`src/rtl/imem_boot_pkg.sv`:
```
// Shared types and constants for the instruction-memory boot loader.
package imem_boot_pkg;
  typedef enum logic [2:0] {IDLE, LEN_LO, LEN_HI, DATA, CSUM, DONE, ERROR} state_t;
  localparam logic [7:0]  SYNC_BYTE_DEFAULT = 8'hA5;
  localparam logic [31:0] NOP_INSTR         = 32'h00000013;
endpackage

```
`src/rtl/imem_boot_loader_packer.sv`:
```
// Assembles four little-endian bytes into one 32-bit word.
module byte_word_packer (
  input  logic        clk,
  input  logic        reset,
  input  logic        clear,
  input  logic        in_valid,
  input  logic [7:0]  in_byte,
  output logic        word_valid,
  output logic [31:0] word
);
  logic [1:0]  cnt;
  logic [23:0] sh;

  // Earlier bytes shift down so byte 0 ends up in bits 7:0.
  assign word_valid = in_valid && (cnt == 2'd3);
  assign word       = {in_byte, sh};

  always_ff @(posedge clk or negedge reset) begin
    if (!reset) begin
      cnt <= '0;
      sh  <= '0;
    end else if (clear) begin
      cnt <= '0;
      sh  <= '0;
    end else if (in_valid) begin
      cnt <= cnt + 2'd1;
      sh  <= {in_byte, sh[23:8]};
    end
  end
endmodule

```
`src/rtl/imem_boot_loader.sv`:
```
// Loads a checksummed byte-stream image into instruction memory and holds the CPU until it is valid.
module imem_boot_loader
  import imem_boot_pkg::*;
#(
  parameter int         ADDR_W      = 7,
  parameter int         TIMEOUT_CYC = 1_000_000,
  parameter logic [7:0] SYNC_BYTE   = SYNC_BYTE_DEFAULT
) (
  input  logic              clk,
  input  logic              reset,
  input  logic              rx_valid,
  input  logic [7:0]        rx_data,
  input  logic              reload,
  input  logic [31:0]       cpu_addr,
  output logic [31:0]       instr,
  output logic [ADDR_W-1:0] mem_raddr,
  input  logic [31:0]       mem_rdata,
  output logic              mem_we,
  output logic [ADDR_W-1:0] mem_waddr,
  output logic [31:0]       mem_wdata,
  output logic              cpu_hold,
  output logic              load_done,
  output logic              load_err
);
  localparam int DEPTH = 2**ADDR_W;
  localparam int IDX_W = ADDR_W + 1;
  localparam int CNT_W = $clog2(TIMEOUT_CYC + 1);

  state_t            state, state_nxt;
  logic [7:0]        len_lo, csum;
  logic [15:0]       len;
  logic [IDX_W-1:0]  word_idx, last_idx;
  logic [CNT_W-1:0]  idle_cnt;
  logic              len_bad, cnt_on, timeout;
  logic              pk_clear, pk_in, pk_valid;
  logic [31:0]       pk_word;
  logic              unused_addr;

  assign mem_raddr   = cpu_addr[ADDR_W+1:2];
  assign unused_addr = ^{cpu_addr[31:ADDR_W+2], cpu_addr[1:0]};
  assign instr       = cpu_hold ? NOP_INSTR : mem_rdata;

  assign len     = {rx_data, len_lo};
  assign len_bad = (len == 16'd0) || (len > 16'(DEPTH));
  assign cnt_on  = (state == LEN_LO) || (state == LEN_HI) || (state == DATA) || (state == CSUM);
  // A byte arriving on the expiry cycle wins over the timeout.
  assign timeout = cnt_on && !rx_valid && (idle_cnt == CNT_W'(TIMEOUT_CYC - 1));

  assign pk_clear = (state == LEN_HI) && rx_valid;
  assign pk_in    = (state == DATA) && rx_valid;

  byte_word_packer u_pack (
    .clk        (clk),
    .reset      (reset),
    .clear      (pk_clear),
    .in_valid   (pk_in),
    .in_byte    (rx_data),
    .word_valid (pk_valid),
    .word       (pk_word)
  );

  always_comb begin
    state_nxt = state;
    if (timeout) state_nxt = ERROR;
    else begin
      case (state)
        IDLE:    if (rx_valid && rx_data == SYNC_BYTE) state_nxt = LEN_LO;
        LEN_LO:  if (rx_valid) state_nxt = LEN_HI;
        LEN_HI:  if (rx_valid) state_nxt = len_bad ? ERROR : DATA;
        DATA:    if (pk_valid && word_idx == last_idx) state_nxt = CSUM;
        CSUM:    if (rx_valid) state_nxt = (rx_data == csum) ? DONE : ERROR;
        DONE:    if (reload) state_nxt = IDLE;
        ERROR:   if (reload) state_nxt = IDLE;
        default: state_nxt = IDLE;
      endcase
    end
  end

  always_ff @(posedge clk or negedge reset) begin
    if (!reset) begin
      state     <= IDLE;
      cpu_hold  <= 1'b1;
      load_done <= 1'b0;
      load_err  <= 1'b0;
      mem_we    <= 1'b0;
      mem_waddr <= '0;
      mem_wdata <= '0;
      len_lo    <= '0;
      csum      <= '0;
      word_idx  <= '0;
      last_idx  <= '0;
      idle_cnt  <= '0;
    end else begin
      state     <= state_nxt;
      cpu_hold  <= (state != DONE);
      load_done <= (state == DONE);
      load_err  <= (state == ERROR);
      idle_cnt  <= (!cnt_on || rx_valid) ? '0 : idle_cnt + 1'b1;
      mem_we    <= 1'b0;
      if (state == LEN_LO && rx_valid) len_lo <= rx_data;
      if (pk_clear) begin
        word_idx <= '0;
        csum     <= '0;
        last_idx <= IDX_W'(len - 16'd1);
      end
      if (pk_in) csum <= csum ^ rx_data;
      if (pk_in && pk_valid) begin
        mem_we    <= 1'b1;
        mem_waddr <= word_idx[ADDR_W-1:0];
        mem_wdata <= pk_word;
        word_idx  <= word_idx + 1'b1;
      end
    end
  end
endmodule

```
`config.mk`:
```
export PLATFORM = sky130hd
export DESIGN_NAME = imem_boot_loader
export DESIGN_NICKNAME = d
export VERILOG_FILES = /design/src/rtl/imem_boot_pkg.sv /design/src/rtl/imem_boot_loader_packer.sv /design/src/rtl/imem_boot_loader.sv
export SDC_FILE = /design/constraint.sdc
export NUM_CORES = 1
export LEC_CHECK = 0
export CAP_MARGIN = 10
export CORE_MARGIN = 4
export CORE_UTILIZATION = 30
export DETAILED_ROUTE_END_ITERATION = 8
export HOLD_SLACK_MARGIN = 0.06
export PLACE_DENSITY = 0.56
export SLEW_MARGIN = 20
export SYNTH_ARGS = -nofsm -noshare
export SYNTH_HDL_FRONTEND = slang
export SYNTH_SLANG_ARGS = --single-unit
```
`constraint.sdc`:
```
create_clock -name clk -period 2.8 [get_ports clk]
set_input_delay 0.42 -clock clk [delete_from_list [all_inputs] [get_ports clk]]
set_output_delay 0.42 -clock clk [all_outputs]
set_load 0.005 [all_outputs]
```
==> summary.txt, run 1 <==
Clocking
  – Post-CTS setup buffers: 0
  – H-Tree Level Count: 4
  – CTS tree: yes
  – Clk_lat worst skew: 0.42 ns
  – TritonCTS buffer count: 17
  – Number of buffers inserted by hold repair at cts: 1
  – Clock slew seen by the registers of the worst setup and hold paths: 0.05 ns
  – CTS resizes: 0
  – Sink Count: 124
  – Root buf cell: clkbuf_16
  – CTS Buffer Depth: 2

Layout
  – FILL cells: 1,907
  – Layout cells sized above 1: 0.0907
  – Fin cells: 1,032
  – FF+latch area: 0.00310 mm^2
  – Nets: 840
  – Final instance area: 0.00798 mm^2
  – Final Util: 0.424
  – Number of diodes: 0
  – Synthesis-to-layout area growth: 37.9%
  – Area of the multi-input gates: 0.00246 mm^2

Route
  – Via-to-Cell Ratio: 4.55
  – DR iter-0 viols: 293
  – Routed wire length per instance: 13.5 um
  – Total number of vias: 4,691
  – Routed wire length: 14,000 um
  – Drt drc: 0
  – 1st-pass router iterations: 4
  – Post-route antenna net violation count: 0

Yosys
  – Cells after Synth: 641
  – Post-synth EDFFs: 0
  – Register area share after synthesis: 0.536
  – Synth Flop Type: dfrtp_1
  – Ys Warns: 0
  – Yosys cell types: 45
  – Syn nets: 722
  – Post-synthesis async set-or-reset flop share: 1.00
  – Synthesized area: 0.00579 mm^2
  – Synth Register Bits: 124
  – Syn Area/Cell: 9.03 um^2

Critical path
  – Crit Path Max Fanout: 33
  – CP Capture Type: output port
  – Worst setup path category: register to output port
  – CP arrival: 1.95 ns
  – Startpoint types: register
  – Data required, critical path: 2.38 ns

Power and ir drop
  – Total power: 7.08 mW
  – LEAKAGE: 3.48 nW
  – Combinational fraction of design power: 0.266
  – Power per cell area: 887 mW/mm^2
  – Clock share of power: 0.352
  – Switching power: 2.15 mW
  – Switching part of the total: 0.304
  – Sequential share of power: 0.382
  – Pint: 4.93 mW
  – Max rail drop VDD: 462 uV

Global route
  – Vias in the first global route: 4,552
  – Global route total overflow: 0
  – GRT Total Usage: 0.132
  – Antenna violations before repair: 0
  – Pin count of the biggest net entering global routing: 69
  – First-pass GRT wire length: 23,300 um

STA
  – Fin. Hold Viols: 0
  – Achievable frequency: 422 MHz
  – Post-route minimum period: 2.37 ns
  – Fin Clk Skew: 0.00681 ns
  – Worst-Margin Slew: 0.574 ns
  – Slew HR: 0.617
  – Final Max Tran Viols: 0
  – Setup TNS: 0 ns
  – Setup violations, final: 0
  – Tcrit/Tclk final: 0.846
  – RSZ-0062 raised after global routing: false

Floorplan
  – Starting density of the core: 0.307
  – Die Span Y: 147 um
  – Horiz. Die Dim: 147 um
  – Num rows: 50
  – Core Area: 0.0188 mm^2
  – Die area: 0.0216 mm^2
  – Io pins: 158

Placement
  – Routability cong.: 0.793
  – # placed instances: 999
  – Detailed placement HPWL: 9720 um
  – Placed Area: 0.00730 mm^2
  – IO buf count: 118

Run
  – Maxcap violations: 0

Outcome
  – Status: finished clean

Worst hold path
  – Hold crit path type: register to register
==> worst paths after layout <==
kind	slack, ns	endpoint	start	depth (start not counted)
max reg2reg	0.85	len_lo[6]$_DFFE_PN0P_	state[0]$_DFFE_PN0P_	5
max in group asynchronous	1.51	idle_cnt[10]$_DFF_PN0_	reset	3
min	0.45	idle_cnt[0]$_DFF_PN0_	idle_cnt[0]$_DFF_PN0_	1
max	0.43	instr[0]	cpu_hold$_DFF_PN1_	2
min in group asynchronous	0.54	mem_wdata[29]$_DFFE_PN0P_	reset	2
min reg2reg	0.45	idle_cnt[0]$_DFF_PN0_	idle_cnt[0]$_DFF_PN0_	1
==> through the flow <==
stage	hold slack (ns)	setup slack, ns
after floorplan	0.124	0.965
after global placement	0.445	0.362
after detailed placement	0.447	0.359
after CTS	0.455	0.378
after global routing	0.490	0.278
final	0.447	0.431
==> cell usage in the layout (no fill, tap or decap), types with 3 or more instances in the layout <==
| cell | n |
|---|---|
| o21ai_0 | 45 |
| or2_2 | 4 |
| o21ai_1 | 22 |
| ha_1 | 5 |
| xor2_1 | 9 |
| nand2_1 | 191 |
| clkbuf_16 | 17 |
| clkdlybuf4s50_1 | 117 |
| nand3b_1 | 3 |
| or3_1 | 3 |
| nor3_1 | 14 |
| nand3_1 | 9 |
| dfrtp_1 | 123 |
| nand4_1 | 9 |
| mux2_2 | 7 |
| buf_12 | 3 |
| nor2b_1 | 29 |
| nor2_1 | 31 |
| clkbuf_8 | 5 |
| nor4_1 | 5 |
| inv_1 | 16 |
| bufinv_16 | 5 |
| buf_4 | 15 |
| and3_1 | 6 |
| a21oi_1 | 14 |
| and2_1 | 3 |
| xnor2_1 | 29 |
==> cell type report <==
type,instances,area share
clock buffers,22,0.0619
repair buffers,136,0.170
multi-input cells,463,0.308
flip-flops and latches,124,0.389
clock inverters,10,0.0230
inverters,17,0.00799
well taps,260,0.0407
==> routing by layer <==
| metal | GRT usage | share of wire | vias up |
|---|---|---|---|
| met5 | 0 | 0 | - |
| met4 | 0.0424 | 0.013 | 0 |
| met3 | 0.0419 | 0.073 | 17 |
| met2 | 0.195 | 0.43 | 131 |
| met1 | 0.183 | 0.48 | 2197 |
| li1 | - | - | 2346 |
==> cell families (layout without fill, tap and decap cells) <==
group | Yosys count | in the layout | share of synthesized area
buffers and inverters | 54 | 185 | 0.0400
AOI/OAI and AO/OA | 90 | 90 | 0.0869
muxes | 9 | 9 | 0.0171
xor gates and xnor gates | 38 | 38 | 0.0575
adders and majority gates | 5 | 5 | 0.0108
DFF | 124 | 124 | 0.536
and+or+nand+nor | 321 | 321 | 0.252
==> power by group through the flow <==
stage | clock [mW] | sequential (mW) | combinational (mW)
after floorplan | 0 | 2.57 | 1.23
after detailed placement | 0 | 2.74 | 1.90
final | 2.49 | 2.71 | 1.88
after CTS | 2.54 | 2.72 | 1.92
after global placement | 0 | 2.73 | 1.88
after global routing | 2.62 | 2.78 | 2.13
==> sequential cells by signal (all words and copies together) (netlist names) <==
register and flops:
state 3, load_done 1, mem_we 1, load_err 1, len_lo 8, csum 8, word_idx 8, idle_cnt 20
mem_wdata 32, u_pack.cnt 2, cpu_hold 1, last_idx 8, u_pack.sh 24, mem_waddr 7
==> critical path, cell delays in order, from the launching register on <==
cell and delay (ns):
dfstp_2 0.85, or2_2 0.20, clkdlybuf4s50_1 0.49
==> cell usage after synthesis, drive strengths merged, types with 2 or more instances <==
master / count / area (um^2)
and3: 6 / 37.5
nand4: 9 / 56.3
nand2b: 2 / 12.5
ha: 5 / 62.6
o21ai: 67 / 335
buf: 9 / 62.6
nand3b: 3 / 22.5
dfrtp: 123 / 3080
nand2: 191 / 717
a31oi: 2 / 12.5
and4: 2 / 17.5
nand3: 10 / 50.1
nor4b: 3 / 32.5
nor4: 5 / 31.3
and2: 3 / 18.8
a21oi: 14 / 70.1
xnor2: 29 / 254
xor2: 9 / 78.8
nor2b: 29 / 181
nor3: 14 / 70.1
or2: 5 / 31.3
mux2i: 2 / 20.0
inv: 17 / 63.8
or3: 3 / 18.8
clkbuf: 28 / 105
nor2: 32 / 123
mux2: 7 / 78.8
or4: 2 / 18.8
No activity file was read; power rests on OpenSTA's default activity.
==> run 2: changes to the inputs <==
- clock period: 2.8 -> 2.32 ns (I/O delays scaled with it)
==> run 2 against run 1 <==
Against the previous run: largest power group unchanged; first-iteration DRC count decreased by 21%; critical path depth unchanged; final cell count increased by 0.58%; hold slack improved by 0.0061 ns; die area unchanged; clock power increased by 10%; via count decreased by 0.11%; non-clock buffer count increased by 6; core utilization decreased by 0.13 points; count of clock-buffer cells in the layout decreased by 2; register-to-register slack got worse by 0.38 ns; total power increased by 17%.
==> summary.txt, run 2 (synthesized netlist as in run 1, its figures left out) <==
Outcome
  – Status: finished clean

STA
  – Fin. Hold Viols: 0 (unchanged)
  – Fin Clk Skew: 0.00748 ns (+0.000673 ns)
  – Worst-Margin Slew: 0.692 ns (+0.118 ns)
  – Tcrit/Tclk final: 0.948
  – Final Max Tran Viols: 0 (unchanged)
  – Post-route minimum period: 2.20 ns
  – Slew HR: 0.538 (-0.0787)
  – Setup violations, final: 0 (unchanged)
  – Setup TNS: 0 ns (unchanged)
  – Achievable frequency: 455 MHz
  – RSZ-0062 raised after global routing: false
  – Worst hold slack: 0.453 ns (+0.00606 ns)

Route
  – Routed wire length: 13,800 um (-1.0%)
  – Routed wire length per instance: 13.3 um (-1.6%)
  – 1st-pass router iterations: 4 (unchanged)
  – DR iter-0 viols: 232 (-21%)
  – Via-to-Cell Ratio: 4.51 (-0.68%)
  – Total number of vias: 4,686 (-0.11%)
  – Post-route antenna net violation count: 0 (unchanged)
  – Drt drc: 0 (unchanged)

Critical path
  – R2R depth: 5 (unchanged)
  – Worst setup path category: register to output port
  – CP arrival: 1.85 ns (-0.10 ns)
  – CP Capture Type: output port
  – Crit Path Max Fanout: 33 (unchanged)
  – Startpoint types: register
  – Data required, critical path: 1.97 ns (-0.41 ns)

Clocking
  – TritonCTS buffer count: 17 (unchanged)
  – Clock slew seen by the registers of the worst setup and hold paths: 0.06 ns (about the same)
  – CTS tree: yes
  – CTS Buffer Depth: 2 (unchanged)
  – H-Tree Level Count: 4 (unchanged)
  – Root buf cell: clkbuf_16
  – Clk_lat worst skew: 0.42 ns (about the same)
  – Post-CTS setup buffers: 0 (unchanged)
  – Sink Count: 124 (unchanged)

Worst hold path
  – Hold depth: 1 (unchanged)
  – Hold crit path type: register to register

Layout
  – Number of diodes: 0 (unchanged)
  – Final Util: 0.423 (-0.00126)
  – FILL cells: 1,892 (-0.79%)
  – Largest regs: mem_wdata: 32 flops, u_pack.sh: 24 flops, idle_cnt: 20 flops
  – FF+latch area: 0.00311 mm^2 (+0.12%)
  – Commonest non-fill, non-tap cells in the layout: nand2_1, dfrtp_1, clkdlybuf4s50_1
  – Most common cell after layout, fill and taps aside: nand2_1
  – Top reg by flops: mem_wdata
  – Fin cells: 1,038 (+0.58%)
  – Area of the multi-input gates: 0.00246 mm^2 (unchanged)
  – Nets: 846 (+0.71%)
  – Largest register FFs: 32 (unchanged)
  – Layout cells sized above 1: 0.0964 (+0.00573)
  – Synthesis-to-layout area growth: 37.5%

Power and ir drop
  – LEAKAGE: 3.48 nW (-0.24%)
  – Power per cell area: 1040 mW/mm^2 (+17%)
  – Max rail drop VDD: 562 uV (+22%)

Floorplan
  – Io pins: 158 (unchanged)
  – Starting density of the core: 0.307 (unchanged)
  – Core Area: 0.0188 mm^2 (unchanged)
  – Horiz. Die Dim: 147 um (unchanged)
  – Num rows: 50 (unchanged)
  – Die Span Y: 147 um (unchanged)
  – Die area: 0.0216 mm^2 (unchanged)

Global route
  – Antenna violations before repair: 0 (unchanged)
  – Vias in the first global route: 4,372 (-4.0%)
  – GRT Total Usage: 0.130 (-0.00131)
  – Pin count of the biggest net entering global routing: 69 (unchanged)
  – First-pass GRT wire length: 22,800 um (-2.1%)
  – Global route total overflow: 0 (unchanged)

Placement
  – Detailed placement HPWL: 9820 um (+0.94%)
  – Routability cong.: 0.779 (-1.8%)
  – # placed instances: 1,005 (+0.60%)
  – IO buf count: 118 (unchanged)

Run
  – Maxcap violations: 0 (unchanged)
run 2: timing repair:
| item | in CTS | in global routing |
|---|---|---|
| hold buffers | 1 | 0 |
| resized for setup | 1 | 0 |
| endpoints found under the setup margin | 3 | 0 |
| hold endpoints to repair | 45 | 0 |
run 2: area by class of cell:
class / instances / area share
clock buffer: 20 / 0.0574
clock inverter: 12 / 0.0203
inverter: 17 / 0.00802
multi-input combinational: 463 / 0.309
sequential: 124 / 0.390
tap: 260 / 0.0409
timing repair buffer: 142 / 0.174
run 2: final timing paths:
check | endpoint | slack [ns] | from
min in group asynchronous | mem_wdata[30]$_DFFE_PN0P_ | 0.52 | reset
setup reg to reg | state[2]$_DFFE_PN0P_ | 0.47 | state[2]$_DFFE_PN0P_
hold reg to reg | idle_cnt[0]$_DFF_PN0_ | 0.45 | idle_cnt[0]$_DFF_PN0_
hold / removal | idle_cnt[0]$_DFF_PN0_ | 0.45 | idle_cnt[0]$_DFF_PN0_
max in group asynchronous | cpu_hold$_DFF_PN1_ | 1.08 | reset
setup / recovery | instr[4] | 0.12 | cpu_hold$_DFF_PN1_
run 2: per-stage QoR:
step	setup slack [ns]	instance area, um^2	total power [mW]
floorplan	0.557	5790	4.58
global placement	-0.0771	7330	5.55
detailed placement	-0.0725	7330	5.59
CTS	0.0851	7960	8.39
global route	0.0304	7960	8.84
finish	0.121	7960	8.27
run 2: routing by layer:
metal	vias up	routed length [um]	GRT usage
met1	2198	6740	0.180
met4	0	93	0.0391
met5	-	0	0
met3	9	983	0.0438
met2	126	6010	0.194
li1	2353	-	-
run 2: power by group:
part,internal (mW),switching (mW)
registers,2.73,0.525
clock network,1.76,0.986
logic,1.18,1.09
run 2: critical path: stages, from the launching register on:
cell and delay (ns):
dfstp_4 0.78, or2_2 0.16, clkdlybuf4s50_1 0.49
==> run 3: changes to the inputs <==
- CORE_UTILIZATION: 30 -> 40
- PLACE_DENSITY: 0.56 -> 0.7
==> run 3 against run 2 <==
Against the previous run: cell area shrank 1.3%; combinational power is essentially flat; fmax shrank 0.79%; die area shrank 24%; largest cell class unchanged; largest power group unchanged; highest routed layer unchanged.
==> summary.txt, run 3 (synthesized netlist as in run 1, its figures left out) <==
Layout
  – Top reg by flops: mem_wdata
  – Nets: 843 (-0.35%)
  – Largest regs: mem_wdata: 32 flops, u_pack.sh: 24 flops, idle_cnt: 20 flops
  – Most common cell after layout, fill and taps aside: nand2_1
  – Layout cells sized above 1: 0.0916 (-0.00479)
  – Number of diodes: 0 (unchanged)
  – Largest register FFs: 32 (unchanged)
  – Synthesis-to-layout area growth: 35.7%
  – Commonest non-fill, non-tap cells in the layout: nand2_1, dfrtp_1, clkdlybuf4s50_1

Floorplan
  – Io pins: 158 (unchanged)
  – Horiz. Die Dim: 128 um (-13%)
  – Starting density of the core: 0.412 (+0.105)
  – Core Area: 0.0140 mm^2 (-25%)
  – Die area: 0.0165 mm^2 (-24%)
  – Num rows: 43 (-14%)
  – Die Span Y: 128 um (-13%)

Critical path
  – Data required, critical path: 1.97 ns (about the same)
  – CP Capture Type: output port
  – Worst setup path category: register to output port
  – R2R depth: 5 (unchanged)
  – Startpoint types: register
  – Crit Path Max Fanout: 33 (unchanged)
  – CP arrival: 1.87 ns (+0.02 ns)

STA
  – Fin. Hold Viols: 0 (unchanged)
  – RSZ-0062 raised after global routing: false
  – Fin Clk Skew: 0.00800 ns (+0.000521 ns)
  – Post-route minimum period: 2.22 ns (+0.0175 ns)
  – Tcrit/Tclk final: 0.956 (+0.00752)
  – Achievable frequency: 451 MHz (-0.79%)
  – Slew HR: 0.630 (+0.0913)
  – Final Max Tran Viols: 0 (unchanged)
  – Worst-Margin Slew: 0.556 ns (-0.137 ns)
  – Setup TNS: 0 ns (unchanged)
  – Setup violations, final: 0 (unchanged)

Power and ir drop
  – Total power: 8.36 mW (+1.1%)
  – Max rail drop VDD: 545 uV (-3.1%)
  – Power per cell area: 1060 mW/mm^2 (+2.5%)
  – LEAKAGE: 3.47 nW (-0.22%)

Global route
  – First-pass GRT wire length: 23,600 um (+3.4%)
  – GRT Total Usage: 0.180 (+0.0499)
  – Antenna violations before repair: 0 (unchanged)
  – GRT Max-Usage Layer: met2
  – Vias in the first global route: 4,766 (+9.0%)
  – Pin count of the biggest net entering global routing: 69 (unchanged)
  – Global route total overflow: 0 (unchanged)
  – Routing usage on met3: 0.0504 (+0.00662)
  – Grt met2 use: 0.300 (+0.106)
  – Met1 Use GR: 0.211 (+0.0305)

Route
  – Routed wire length per instance: 14.8 um (+11%)
  – Via-to-Cell Ratio: 5.01 (+11%)
  – DR iter-0 viols: 407 (+75%)
  – Drt drc: 0 (unchanged)
  – 1st-pass router iterations: 4 (unchanged)
  – Total number of vias: 4,781 (+2.0%)
  – Routed wire length: 14,200 um (+2.5%)
  – Post-route antenna net violation count: 0 (unchanged)

Run
  – Maxcap violations: 0 (unchanged)

Clocking
  – CTS tree: yes
  – CTS Buffer Depth: 2 (unchanged)
  – Clock slew seen by the registers of the worst setup and hold paths: 0.06 ns (about the same)
  – Root buf cell: clkbuf_16
  – TritonCTS buffer count: 17 (unchanged)
  – H-Tree Level Count: 4 (unchanged)
  – Clk_lat worst skew: 0.42 ns (about the same)
  – Sink Count: 124 (unchanged)

Worst hold path
  – Hold crit path type: register to register
  – Hold depth: 1 (unchanged)

Placement
  – Detailed placement HPWL: 10,300 um (+5.3%)
  – Routability cong.: 0.878 (+13%)
  – IO buf count: 118 (unchanged)

Outcome
  – Status: finished clean
[run 3: cell count changes in the layout (fill, tap and decap cells not counted)]
cell | before | now
buf_12 | 2 | 3
buf_4 | 22 | 18
bufinv_16 | 3 | 4
clkbuf_1 | 1 | 2
clkbuf_8 | 2 | 0
clkinv_2 | 1 | 2
clkinvlp_4 | 3 | 2
[run 3: path summary, 6_finish.rpt]
kind,from,slack [ns],end
min reg2reg,idle_cnt[0]$_DFF_PN0_,0.45,idle_cnt[0]$_DFF_PN0_
min in group asynchronous,reset,0.47,u_pack.sh[13]$_DFFE_PN0P_
max in group asynchronous,reset,1.16,cpu_hold$_DFF_PN1_
max,cpu_hold$_DFF_PN1_,0.10,instr[0]
min,idle_cnt[0]$_DFF_PN0_,0.45,idle_cnt[0]$_DFF_PN0_
max reg2reg,state[2]$_DFFE_PN0P_,0.40,state[0]$_DFFE_PN0P_
[run 3: cell type report]
type                       count  area, um^2
fill                        1238        6190
sequential                   124        3110
multi-input combinational    463        2460
timing repair buffer         139        1380
clock buffer                  19         433
tap                          180         225
clock inverter                13         189
inverter                      17        63.8
[run 3: timing repair]
action / 4_1_cts / 5_1_grt
hold buffers: 1 / 0
setup buffers: 0 / 0
endpoints found under the hold margin: 35 / 0
endpoints found under the setup margin: 3 / 0
gates resized for setup: 1 / 0
[run 3: routing by layer]
metal / up-vias / wire [um]
met5: - / 0
met4: 0 / 515
met3: 39 / 1090
met2: 164 / 6940
met1: 2237 / 5620
li1: 2341 / -
[run 3: report_power, final]
group | total, mW | internal (mW) | switching (mW)
Combinational | 2.30 | 1.18 | 1.12
Clock | 2.80 | 1.81 | 0.994
Sequential | 3.26 | 2.73 | 0.535
Total | 8.36 | 5.71 | 2.65
[run 3: per-stage QoR]
stage | area [um^2] | utilization | setup WS (ns) | cells | hold slack, ns
floorplan | 5790 | - | 0.557 | 641 | 0.0524
global placement | 7220 | 0.514 | -0.0319 | 922 | 0.372
detailed placement | 7220 | 0.514 | -0.0892 | 922 | 0.378
CTS | 7850 | 0.559 | 0.0675 | 955 | 0.453
global route | 7850 | 0.559 | 0.0134 | 955 | 0.481
finish | 7850 | 0.559 | 0.103 | 955 | 0.449
[run 3: worst max-delay path, stage by stage (launching register included)]
cell	delay [ns]
dfstp_4	0.78
or2_2	0.18
clkdlybuf4s50_1	0.49
